`src/rtl/window_addr_pkg.sv`:
```
// Shared types and constant helpers for the sliding-window address generator.
package window_addr_pkg;

  typedef enum logic [1:0] {
    IDLE,
    RUN,
    DONE
  } state_t;

  function automatic int tap_count(input int w);
    return (2 * w + 1) * (2 * w + 1);
  endfunction

  function automatic int min_dim(input int w);
    return 2 * w + 1;
  endfunction

endpackage

```
`src/rtl/window_addr_gen_raster_counter.sv`:
```
// Nested (row, column) counter with inclusive bounds; the row base accumulates
// i_stride per row so callers get row*stride without a multiplier.
module raster_counter #(
  parameter int DIM_WIDTH  = 16,
  parameter int ADDR_WIDTH = 16
) (
  input  logic                  clk,
  input  logic                  rst,
  input  logic                  i_load,
  input  logic                  i_adv,
  input  logic [DIM_WIDTH-1:0]  i_row_lo,
  input  logic [DIM_WIDTH-1:0]  i_row_hi,
  input  logic [DIM_WIDTH-1:0]  i_col_lo,
  input  logic [DIM_WIDTH-1:0]  i_col_hi,
  input  logic [ADDR_WIDTH-1:0] i_base_init,
  input  logic [ADDR_WIDTH-1:0] i_stride,
  output logic [DIM_WIDTH-1:0]  o_col,
  output logic [ADDR_WIDTH-1:0] o_base,
  output logic                  o_wrap
);

  logic [DIM_WIDTH-1:0]  r_row;
  logic [DIM_WIDTH-1:0]  r_col;
  logic [ADDR_WIDTH-1:0] r_base;
  logic                  w_col_end;
  logic                  w_row_end;

  assign w_col_end = (r_col == i_col_hi);
  assign w_row_end = (r_row == i_row_hi);
  assign o_wrap    = w_col_end && w_row_end;
  assign o_col     = r_col;
  assign o_base    = r_base;

  always_ff @(posedge clk) begin
    if (rst) begin
      r_row  <= '0;
      r_col  <= '0;
      r_base <= '0;
    end else if (i_load) begin
      r_row  <= i_row_lo;
      r_col  <= i_col_lo;
      r_base <= i_base_init;
    end else if (i_adv) begin
      if (w_col_end) begin
        r_col <= i_col_lo;
        if (w_row_end) begin
          r_row  <= i_row_lo;
          r_base <= i_base_init;
        end else begin
          r_row  <= r_row + 1'b1;
          r_base <= r_base + i_stride;
        end
      end else begin
        r_col <= r_col + 1'b1;
      end
    end
  end

endmodule

```
`src/rtl/window_addr_gen.sv`:
```
// Sliding-window address generator: walks interior centres of an MxN frame and
// emits tap addresses. Macro WINDOW_ADDR_TAPS_EN enables full tap enumeration.
module window_addr_gen
  import window_addr_pkg::*;
#(
  parameter int ADDR_WIDTH = 16,
  parameter int DIM_WIDTH  = 16,
  parameter int WINDOW_N   = 2
) (
  input  logic                  clk,
  input  logic                  rst,
  input  logic                  start,
  input  logic [DIM_WIDTH-1:0]  M,
  input  logic [DIM_WIDTH-1:0]  N,
  output logic                  addr_valid,
  input  logic                  addr_ready,
  output logic [ADDR_WIDTH-1:0] addrP,
  output logic [ADDR_WIDTH-1:0] addrW,
  output logic [DIM_WIDTH-1:0]  tap_idx,
  output logic                  last_tap,
  output logic                  last_pixel,
  output logic                  busy,
  output logic                  done,
  output logic                  err
);

  localparam logic [DIM_WIDTH-1:0] W_D   = DIM_WIDTH'(WINDOW_N);
  localparam logic [DIM_WIDTH-1:0] MIN_D = DIM_WIDTH'(min_dim(WINDOW_N));

  // W*N by repeated addition; WINDOW_N is a small elaboration constant.
  function automatic logic [ADDR_WIDTH-1:0] times_w(input logic [ADDR_WIDTH-1:0] n);
    logic [ADDR_WIDTH-1:0] acc;
    acc = '0;
    for (int k = 0; k < WINDOW_N; k++) acc = acc + n;
    return acc;
  endfunction

  state_t                r_state, w_state_nxt;
  logic [DIM_WIDTH-1:0]  r_m, r_n;
  logic                  r_err;
  logic                  w_bad, w_start, w_load, w_accept, w_final;
  logic                  w_c_adv, w_c_wrap, w_t_wrap;
  logic [DIM_WIDTH-1:0]  w_row_hi, w_col_hi, w_c_col;
  logic [ADDR_WIDTH-1:0] w_wn, w_stride, w_c_base, w_addr_p;

  assign w_bad    = (M < MIN_D) || (N < MIN_D);
  assign w_start  = (r_state == IDLE) && start;
  assign w_load   = w_start && !w_bad;
  assign w_accept = addr_valid && addr_ready;
  assign w_final  = w_accept && w_t_wrap && w_c_wrap;
  assign w_c_adv  = w_accept && w_t_wrap;
  assign w_wn     = times_w(ADDR_WIDTH'(N));
  assign w_stride = ADDR_WIDTH'(r_n);
  assign w_row_hi = r_m - W_D - DIM_WIDTH'(1);
  assign w_col_hi = r_n - W_D - DIM_WIDTH'(1);

  raster_counter #(.DIM_WIDTH(DIM_WIDTH), .ADDR_WIDTH(ADDR_WIDTH)) u_centre (
    .clk        (clk),
    .rst        (rst),
    .i_load     (w_load),
    .i_adv      (w_c_adv),
    .i_row_lo   (W_D),
    .i_row_hi   (w_row_hi),
    .i_col_lo   (W_D),
    .i_col_hi   (w_col_hi),
    .i_base_init(w_wn),
    .i_stride   (w_stride),
    .o_col      (w_c_col),
    .o_base     (w_c_base),
    .o_wrap     (w_c_wrap)
  );

  assign w_addr_p = w_c_base + ADDR_WIDTH'(w_c_col);

`ifdef WINDOW_ADDR_TAPS_EN
  localparam logic [DIM_WIDTH-1:0] T_HI = DIM_WIDTH'(2 * WINDOW_N);

  logic [DIM_WIDTH-1:0]  w_t_col, r_tap_idx;
  logic [ADDR_WIDTH-1:0] w_t_base, r_off;

  raster_counter #(.DIM_WIDTH(DIM_WIDTH), .ADDR_WIDTH(ADDR_WIDTH)) u_tap (
    .clk        (clk),
    .rst        (rst),
    .i_load     (w_load),
    .i_adv      (w_accept),
    .i_row_lo   ('0),
    .i_row_hi   (T_HI),
    .i_col_lo   ('0),
    .i_col_hi   (T_HI),
    .i_base_init('0),
    .i_stride   (w_stride),
    .o_col      (w_t_col),
    .o_base     (w_t_base),
    .o_wrap     (w_t_wrap)
  );

  // r_off is W*N+W: distance from centre back to the window's top-left tap.
  always_ff @(posedge clk) begin
    if (rst) begin
      r_off     <= '0;
      r_tap_idx <= '0;
    end else if (w_load) begin
      r_off     <= w_wn + ADDR_WIDTH'(WINDOW_N);
      r_tap_idx <= '0;
    end else if (w_accept) begin
      r_tap_idx <= w_t_wrap ? '0 : r_tap_idx + 1'b1;
    end
  end

  assign addrW    = addr_valid ? (w_addr_p - r_off + w_t_base + ADDR_WIDTH'(w_t_col)) : '0;
  assign tap_idx  = addr_valid ? r_tap_idx : '0;
  assign last_tap = addr_valid && w_t_wrap;
`else
  assign w_t_wrap = 1'b1;
  assign addrW    = addrP;
  assign tap_idx  = '0;
  assign last_tap = 1'b1;
`endif

  always_comb begin
    w_state_nxt = r_state;
    case (r_state)
      IDLE:    if (start) w_state_nxt = w_bad ? DONE : RUN;
      RUN:     if (w_final) w_state_nxt = DONE;
      DONE:    w_state_nxt = IDLE;
      default: w_state_nxt = IDLE;
    endcase
  end

  always_ff @(posedge clk) begin
    if (rst) begin
      r_state <= IDLE;
      r_m     <= '0;
      r_n     <= '0;
      r_err   <= 1'b0;
    end else begin
      r_state <= w_state_nxt;
      if (w_start) begin
        r_m   <= M;
        r_n   <= N;
        r_err <= w_bad;
      end else if (r_state == DONE) begin
        r_err <= 1'b0;
      end
    end
  end

  assign addr_valid = (r_state == RUN);
  assign busy       = addr_valid;
  assign done       = (r_state == DONE);
  assign err        = done && r_err;
  assign addrP      = addr_valid ? w_addr_p : '0;
  assign last_pixel = addr_valid && w_t_wrap && w_c_wrap;

endmodule

```
`config.mk`:
```
export PLATFORM = sky130hd
export DESIGN_NAME = window_addr_gen
export DESIGN_NICKNAME = d
export VERILOG_FILES = /design/src/rtl/window_addr_pkg.sv /design/src/rtl/window_addr_gen_raster_counter.sv /design/src/rtl/window_addr_gen.sv
export SDC_FILE = /design/constraint.sdc
export NUM_CORES = 1
export LEC_CHECK = 0
export BUFFER_PORTS_ARGS = -buffer_cell sky130_fd_sc_hd__buf_2
export CAP_MARGIN = 10
export CORE_MARGIN = 4
export CORE_UTILIZATION = 65
export CTS_BUF_LIST = sky130_fd_sc_hd__clkbuf_4 sky130_fd_sc_hd__clkbuf_8
export CTS_CLUSTER_SIZE = 8
export DETAILED_ROUTE_END_ITERATION = 12
export PLACE_DENSITY = 0.93
export SYNTH_ARGS = -nofsm -noshare
export SYNTH_HDL_FRONTEND = slang
export SYNTH_SLANG_ARGS = --single-unit
```
`constraint.sdc`:
```
create_clock -name clk -period 8.62 [get_ports clk]
set_clock_uncertainty 0.2 [all_clocks]
set_input_delay 0.431 -clock clk [delete_from_list [all_inputs] [get_ports clk]]
set_output_delay 0.431 -clock clk [all_outputs]
set_load 0.005 [all_outputs]
```
* After elaboration in Yosys (flattened, before gate mapping)
Index checks and enable logic that the tools add are counted.
Widths: inputs -> output; s select.
** Cells by class
- Add/subtract/negate cells :: 9
- Order comparisons :: 2
- Equality and inequality tests :: 6
- Multiplexer cells :: 18
- Reduce and logical (&&, ||, !) cells :: 17
** Operators by type and width (number)
- $mux 16 :: 7
- $add 16x16->16 :: 3
- $add 16x1->16 const B :: 2
- $eq 16x16->1 :: 2
- $lt 16x3->1 const B :: 2
- $sub 16x1->16 const B :: 2
- $sub 16x2->16 const B :: 2
- $mux 2 :: 8
- $logic_and 1x1->1 :: 7
- $reduce_and 2->1 :: 3
- $reduce_bool 2->1 :: 3
- $pmux 2 s2 :: 1
- $eq 2x1->1 const B :: 1
- $eq 2x2->1 const B :: 1
- $logic_not 2->1 :: 1
- $mux 1 :: 2
- $ne 2x1->1 const B :: 1
- $ne 2x2->1 const B :: 1
- $reduce_or 2->1 :: 1
- $logic_not 1->1 :: 1
- $logic_or 1x1->1 :: 1
** Storage, ports and cells
- Bits in registers :: 83
- Bits of input ports :: 36
- Output and inout bits :: 54
- Logic and storage cells :: 61

* Logic depth before layout (Yosys ltp)
Gate-level depths: netlist of the first run.
- Depth in word-level cells :: 7
- Mapped depth :: 11
- Depth with buffers taken out :: 11

* Cells and area by module
From an unflattened synthesis of the first run, not the netlist that was laid out.
** Unflattened totals
- Cells, all modules :: 895
- Area, all modules :: 6682.7 um^2
** Modules (own cells, without submodules)
- raster_counter :: times used 1, cells an instance 502, area each 3779.9 um^2, seq. area each 960.9 um^2
- window_addr_gen :: times used 1, cells an instance 393, area each 2902.8 um^2, seq. area each 700.7 um^2

* Worst setup path after synthesis of the first run
OpenSTA, ideal clock, no wires.
- Path kind :: register to output
- From :: register u_centre.r_col[0], in the netlist u_centre.o_col[0]
- To :: output addrW[14]
- Data arrival time :: 2629 ps
- Data required time :: 7989 ps
- Slack :: 5360 ps
- Stages on the path, launching flop included :: 12
- Path buffers :: 1
- Cells stage by stage :: dfxtp_1 ha_1 fa_1 a211oi_1 o21bai_1 a31oi_1 o21ai_0 o41ai_1 o21ai_0 xor2_1 and2_1 buf_4
** Between the ends
- Longest elaborated chain between the ends :: 2
** Ends and longest elaborated chain
- start, declared :: RTL line window_addr_gen_raster_counter.sv:23 : logic [DIM_WIDTH-1:0] r_col;
- start signal, assigned :: RTL line window_addr_gen_raster_counter.sv:41 : r_col <= i_col_lo;
- start signal, assigned :: RTL line window_addr_gen_raster_counter.sv:45 : r_col <= i_col_lo;
- start signal, assigned :: RTL line window_addr_gen_raster_counter.sv:54 : r_col <= r_col + 1'b1;
- $add 16x16->16 :: RTL line window_addr_gen.sv:73 : assign w_addr_p = w_c_base + ADDR_WIDTH'(w_c_col);
- $mux 16 :: RTL line window_addr_gen.sv:152 : assign addrP = addr_valid ? w_addr_p : '0;
- end, declared :: RTL line window_addr_gen.sv:18 : output logic [ADDR_WIDTH-1:0] addrW,
No other way between the ends.

* Worst setup path after layout of the first run
Same ends and word-level chain as after synthesis.

==> metrics.cfg, run 1 <==
[run_status]
status=finished clean

[global_routing]
grt_usage_pct=30.6
grt_overflow_total=0
grt_pass1_vias=5924
grt_pass1_wl_um=28100
antenna_found_initial=0
grt_max_degree=51

[critical_path]
path_cells=ha_1 -> fa_1 -> a211oi_1 -> o21bai_1 -> a31oi_1 -> o21ai_0 -> o41ai_1 -> o21ai_0 -> xor2_1 -> and2_1 -> buf_2
slowest_stage=o41ai_1
reg2reg_from=r_n[0]
critPathLaunch=u_centre.o_col[0]
crit_type=reg2out
end_kind=primary output
path_common_cell=o21ai_0
critPathMaxFanout=6
reg2reg_slack_ps=4600
crit_required_ps=7990
critPathLaunchType=flop
r2r_cells=9
worst_r2r_endpoint=u_centre.r_row[14]
cpPeakStageDelay_ps=470
cp.arrival_ps=3510

[yosys]
synth-seq-cells=83
yosysWarnings=0
synthesis.area_sq_mm=0.00630
synth_cell_types=70
async_flop_share_pct=0
syn-instance-count=815
synth_edf_count=0
synthFlopType=dfxtp_1
seq_area_frac_synth_pct=26.4
avgSynthCellArea_sq_um=7.73

[run]
maxCapViolCount=0

[finish]
diodes=0
utilization_pct=71.7
synthToLayoutAreaGrowth_pct=6.28
drive_gt1_share_pct=11.9
final_net_count=920

[clocking]
cts-resized-gates=0
cts_hold_buf=0
cts_sinks=83
cts_tree=done
h-tree-depth=3
cts_buffers=9
cts_buffer_depth=2
clockRootBuffer=clkbuf_8
postCtsSetupRepairBufs=0
path_clk_slew_ps=90
insertion_delay_ps=370

[min_path]
hold_depth=3
min_to=r_m[6]
hold_path.class=in2reg
worstHoldStart=M[6]

[die]
rows=35
fp.dieH_um=106
core_area_sq_mm=0.00933
start_util_pct=67.5
io_pins=90
die_w_um=106
dieArea_sq_mm=0.0113

[timing]
setup-tns-final_ps=0
tightest_slew_ps=1090
fmax_ghz=0.242
fin_crit_ps=4140
max_slew_margin_pct=27.0
drv_slew=0
hold_violations=0
rsz0062_at_grt=no
finalSetupViolations=0
holdWs_ps=105
period_share_pct=48.0

[power]
ir_worst_vdd_mv=0.104
pwr_density_cell_mw_per_mm2=143
p_leak_nw=2.83

[place]
numPortBuffers=72
place.gp.congestion=0.909
dpl.hpwl_um=12700

[route]
drt-vias-per-instance=6.31
drt_iter0_drc=622
postRouteAntennaNets=0
vias=6181
drcViolationCount=0
wl_per_cell_um=17.5
drt_pre_antenna_iters=5
routed_wl_um=17200

[worst max path at each step]
stage,endpoint,slack [ps],depth (start not counted)
5_1_grt,addrW[13],4150,10
2_1_floorplan,addrW[14],5360,11
4_1_cts,addrW[14],4540,11
3_3_place_gp,u_centre.r_row[2],4760,9
3_5_place_dp,u_centre.r_row[14],4670,9
6_report,addrW[14],4480,11
[state kept, by name (all words and copies together) (netlist names)]
signal / count
u_centre.r_row: 16
u_centre.o_col: 16
r_state: 2
r_err: 1
r_n: 16
r_m: 16
u_centre.o_base: 16
[routing by layer]
layer	share of wire [%]	track usage (%)
met4	5.0	15.2
met2	47	52.4
met3	7.4	5.95
met5	0	0
met1	41	36.5
[cells by family after synthesis]
kind of cell | synth area share, %
flops | 26.4
compound gates | 18.9
buf+inv | 7.31
simple gates | 26.2
xor+xnor | 11.9
mux | 1.77
fa+ha+maj | 7.39
other cells | 0.119
[synthesized netlist by cell type (16+ instances only)]
| cell type | count | area, sq um |
|---|---|---|
| nand2_1 | 104 | 390 |
| dfxtp_1 | 83 | 1660 |
| nor2_1 | 72 | 270 |
| a21oi_1 | 66 | 330 |
| xnor2_1 | 48 | 420 |
| xor2_1 | 35 | 307 |
| buf_4 | 34 | 255 |
| ha_1 | 34 | 425 |
| nand3_1 | 30 | 150 |
| clkbuf_1 | 28 | 105 |
| o21ai_0 | 27 | 135 |
| nor3_1 | 18 | 90.1 |
| and3_1 | 17 | 106 |
| inv_1 | 16 | 60.1 |
| nand4_1 | 16 | 100 |
[report_power, final]
| part | internal [mW] | switching, mW |
|---|---|---|
| clock | 0.139 | 0.147 |
| sequential | 0.402 | 0.0328 |
| combinational | 0.0983 | 0.140 |
[worst max-delay path: cells and delay by family (launching register included)]
kind | cells | cell delay, ps
AO/OA/AOI/OAI | 6 | 1600
adder cells (fa/ha/maj) | 2 | 680
flip-flops | 1 | 400
XOR/XNOR | 1 | 170
AND/OR/NAND/NOR | 1 | 170
buffers and inverters | 1 | 130
[area by class of cell]
cell class / instances / area (sq um)
Multi-Input combinational cell: 662 / 4230
Fill cell: 781 / 2640
Sequential cell: 83 / 1660
Timing Repair Buffer: 75 / 383
Tap cell: 129 / 161
Clock buffer: 10 / 138
Inverter: 17 / 63.8
Clock inverter: 4 / 51.3
[metrics by stage]
step / cells / setup WS, ps / total power, mW / area (sq um)
final: 980 / 4480 / 0.959 / 6690
after global routing: 980 / 4150 / 1.01 / 6690
after CTS: 980 / 4540 / 0.956 / 6690
after detailed placement: 966 / 4670 / 0.674 / 6500
after global placement: 966 / 4760 / 0.667 / 6500
after floorplan: 830 / 5360 / 0.620 / 6350
[cell usage in the layout (no fill, tap or decap), types with 3 or more instances in the layout]
cell,count
clkbuf_8,10
a311oi_1,6
nand2_1,104
a21oi_1,66
nor4b_1,4
o21bai_1,5
and2_1,10
nand3b_1,3
nand4_1,16
nor3_1,18
o41ai_1,4
a211o_1,4
xor2_1,35
a21o_1,7
o31ai_1,11
mux2i_1,10
and3_1,17
nand2b_1,8
dfxtp_1,83
xnor2_1,48
buf_2,72
ha_1,34
inv_1,16
or2_2,4
a2111oi_0,5
or3_1,11
nor2_1,71
o211ai_1,5
buf_4,3
nor4_1,10
nand3_1,30
or4_1,9
o2111ai_1,3
a211oi_1,11
o21ai_0,27
conb_1,17
nor2b_1,6
No activity file was read; power rests on OpenSTA's default activity.
==> run 2: changes to the inputs <==
Settings changed: CORE_UTILIZATION 65 to 60, PLACE_DENSITY 0.93 to 0.87.
Clock period 8.62 ns to 4.2 ns, I/O delays scaled along.
==> run 2 against run 1 <==
- global-route usage shrank 2.4 points
- via count up 0.61%
- die area grew 7.7%
- final cell count rose by 4.7%
- sequential cell count unchanged
- critical path type unchanged
- combinational power rose by 120%
- critical path depth decreased by 1
- power rose by 100%
- utilization shrank 3.2 points
- count of clock-buffer cells in the layout stayed put
- first-iteration DRC count decreased by 25%
- hold slack about the same
==> metrics.cfg, run 2 (synthesis results as in run 1) <==
[critical_path]
cp.arrival_ps=3490  ; was 3510 ps
end_kind=primary output  ; unchanged
critPathLaunchType=flop  ; unchanged
crit_type=reg2out  ; unchanged
critPathMaxFanout=7  ; was 6
crit_required_ps=3790  ; was 7990 ps

[timing]
max_slew_margin_pct=45.6  ; was 27.0%
holdWs_ps=106  ; was 105 ps
rsz0062_at_grt=no  ; unchanged
period_share_pct=92.9
fmax_ghz=0.256
hold_violations=0  ; unchanged
drv_slew=0  ; unchanged
finalSetupViolations=0  ; unchanged
setup-tns-final_ps=0  ; unchanged
fin_crit_ps=3900
tightest_slew_ps=795  ; was 1090 ps

[die]
die_w_um=110  ; was 106 um
start_util_pct=61.3  ; was 67.5%
dieArea_sq_mm=0.0122  ; was 0.0113 sq mm
rows=37  ; was 35
core_area_sq_mm=0.0103  ; was 0.00933 sq mm
fp.dieH_um=110  ; was 106 um
io_pins=90  ; unchanged

[finish]
n_fill_cell=878  ; was 781
final_net_count=958  ; was 920
synthToLayoutAreaGrowth_pct=11.8  ; was 6.28%
final_cell_mix=nand2_1 (104), dfxtp_1 (83), buf_2 (72)  ; unchanged
drive_gt1_share_pct=12.1  ; was 11.9%
layout_commonest_cell=nand2_1  ; unchanged
diodes=0  ; unchanged

[clocking]
cts_sinks=83  ; unchanged
cts_buffers=9  ; unchanged
clockRootBuffer=clkbuf_8  ; unchanged
insertion_delay_ps=370  ; about the same
h-tree-depth=3  ; unchanged
path_clk_slew_ps=80  ; was 90 ps
cts_hold_buf=32  ; was 0
cts_buffer_depth=2  ; unchanged
cts-resized-gates=0  ; unchanged
cts_tree=done  ; unchanged
postCtsSetupRepairBufs=0  ; unchanged

[global_routing]
antenna_found_initial=0  ; unchanged
grt_pass1_wl_um=28600  ; was 28100 um
grt_max_degree=51  ; unchanged
grt_pass1_vias=5914  ; was 5924
grt_usage_pct=28.2  ; was 30.6%
grt_overflow_total=0  ; unchanged

[power]
ir_worst_vdd_mv=0.192  ; was 0.104 mV
seq_power_share_pct=46.6  ; was 45.3%
p_total_mw=1.92  ; was 0.959 mW
pwr_density_cell_mw_per_mm2=273  ; was 143 mW/mm^2
clkPwrFrac_pct=26.8  ; was 29.8%
p_int_mw=1.27  ; was 0.640 mW
p_leak_nw=2.98  ; was 2.83 nW
power_switching_mw=0.654  ; was 0.320 mW
switching_share_pct=34.0  ; was 33.3%
pwr-share-comb_pct=26.7  ; was 24.8%

[place]
place.gp.congestion=0.984  ; was 0.909
numPortBuffers=72  ; unchanged
dpl.hpwl_um=12800  ; was 12700 um

[min_path]
hold_path.class=in2reg  ; unchanged

[route]
vias=6219  ; was 6181
routed_wl_um=17400  ; was 17200 um
wl_per_cell_um=17.0  ; was 17.5 um
postRouteAntennaNets=0  ; unchanged
drt_iter0_drc=465  ; was 622
drt_pre_antenna_iters=5  ; unchanged
drcViolationCount=0  ; unchanged
drt-vias-per-instance=6.06  ; was 6.31

[run_status]
status=finished clean  ; unchanged

[run]
maxCapViolCount=0  ; unchanged

[run 2: cell count changes in the layout (fill, tap and decap cells not counted)]
cell | previous run | this run
buf_4 | 3 | 9
clkbuf_4 | 0 | 1
inv_6 | 1 | 0
clkbuf_8 | 10 | 9
clkinv_2 | 1 | 3
clkinv_4 | 0 | 1
dlygate4sd3_1 | 0 | 32
bufinv_16 | 1 | 0
[run 2: metrics by stage]
| stage | worst slack [ps] | cell area [sq um] | std cells | utilization (%) |
|---|---|---|---|---|
| 2_1_floorplan | 1080 | 6350 | 830 | - |
| 3_3_place_gp | 783 | 6560 | 979 | 63.8 |
| 6_report | 297 | 7040 | 1026 | 68.5 |
| 5_1_grt | 35.6 | 7040 | 1026 | 68.5 |
| 3_5_place_dp | 705 | 6560 | 979 | 63.8 |
| 4_1_cts | 322 | 7040 | 1026 | 68.5 |
[run 2: critical path: stages (launching register included)]
cell,delay [ps]
dfxtp_1,520
ha_1,300
a21o_1,150
a21o_1,210
a2111oi_0,490
o21ai_0,270
o41ai_1,570
o31ai_1,180
xnor2_1,160
nor2_1,130
buf_2,140
[run 2: per-layer routing]
layer  global-route usage, %  vias up  routed length [um]
met2                    49.7      259                8580
met5                       0        -                   0
met1                    33.4     2892                7150
met4                    11.6        0                 660
li1                        -     3017                   -
met3                    5.37       51                1040
[run 2: worst paths after layout]
kind | from | endpoint | slack, ps | depth (start not counted)
hold / removal | addr_ready | u_centre.o_col[1] | 110 | 4
hold reg to reg | r_m[15] | r_m[15] | 290 | 2
setup / recovery | u_centre.o_col[1] | addrP[15] | 300 | 10
setup reg to reg | r_n[0] | u_centre.r_row[12] | 640 | 10
[run 2: area by class of cell]
class                      count  area (sq um)  area share [%]
timing repair buffer         113           748            10.6
sequential                    83          1660            23.6
clock buffer                  10           131            1.87
multi-input combinational    662          4230            60.1
clock inverter                 5          31.3           0.444
tap                          136           170            2.42
inverter                      17          63.8           0.907
[run 2: power by group through the flow]
stage               registers, mW  clock network [mW]  logic (mW)
finish                      0.895               0.515       0.513
global route                0.900               0.558       0.568
CTS                         0.892               0.523       0.505
detailed placement          0.911                   0       0.479
global placement            0.908                   0       0.469
floorplan                   0.877                   0       0.394
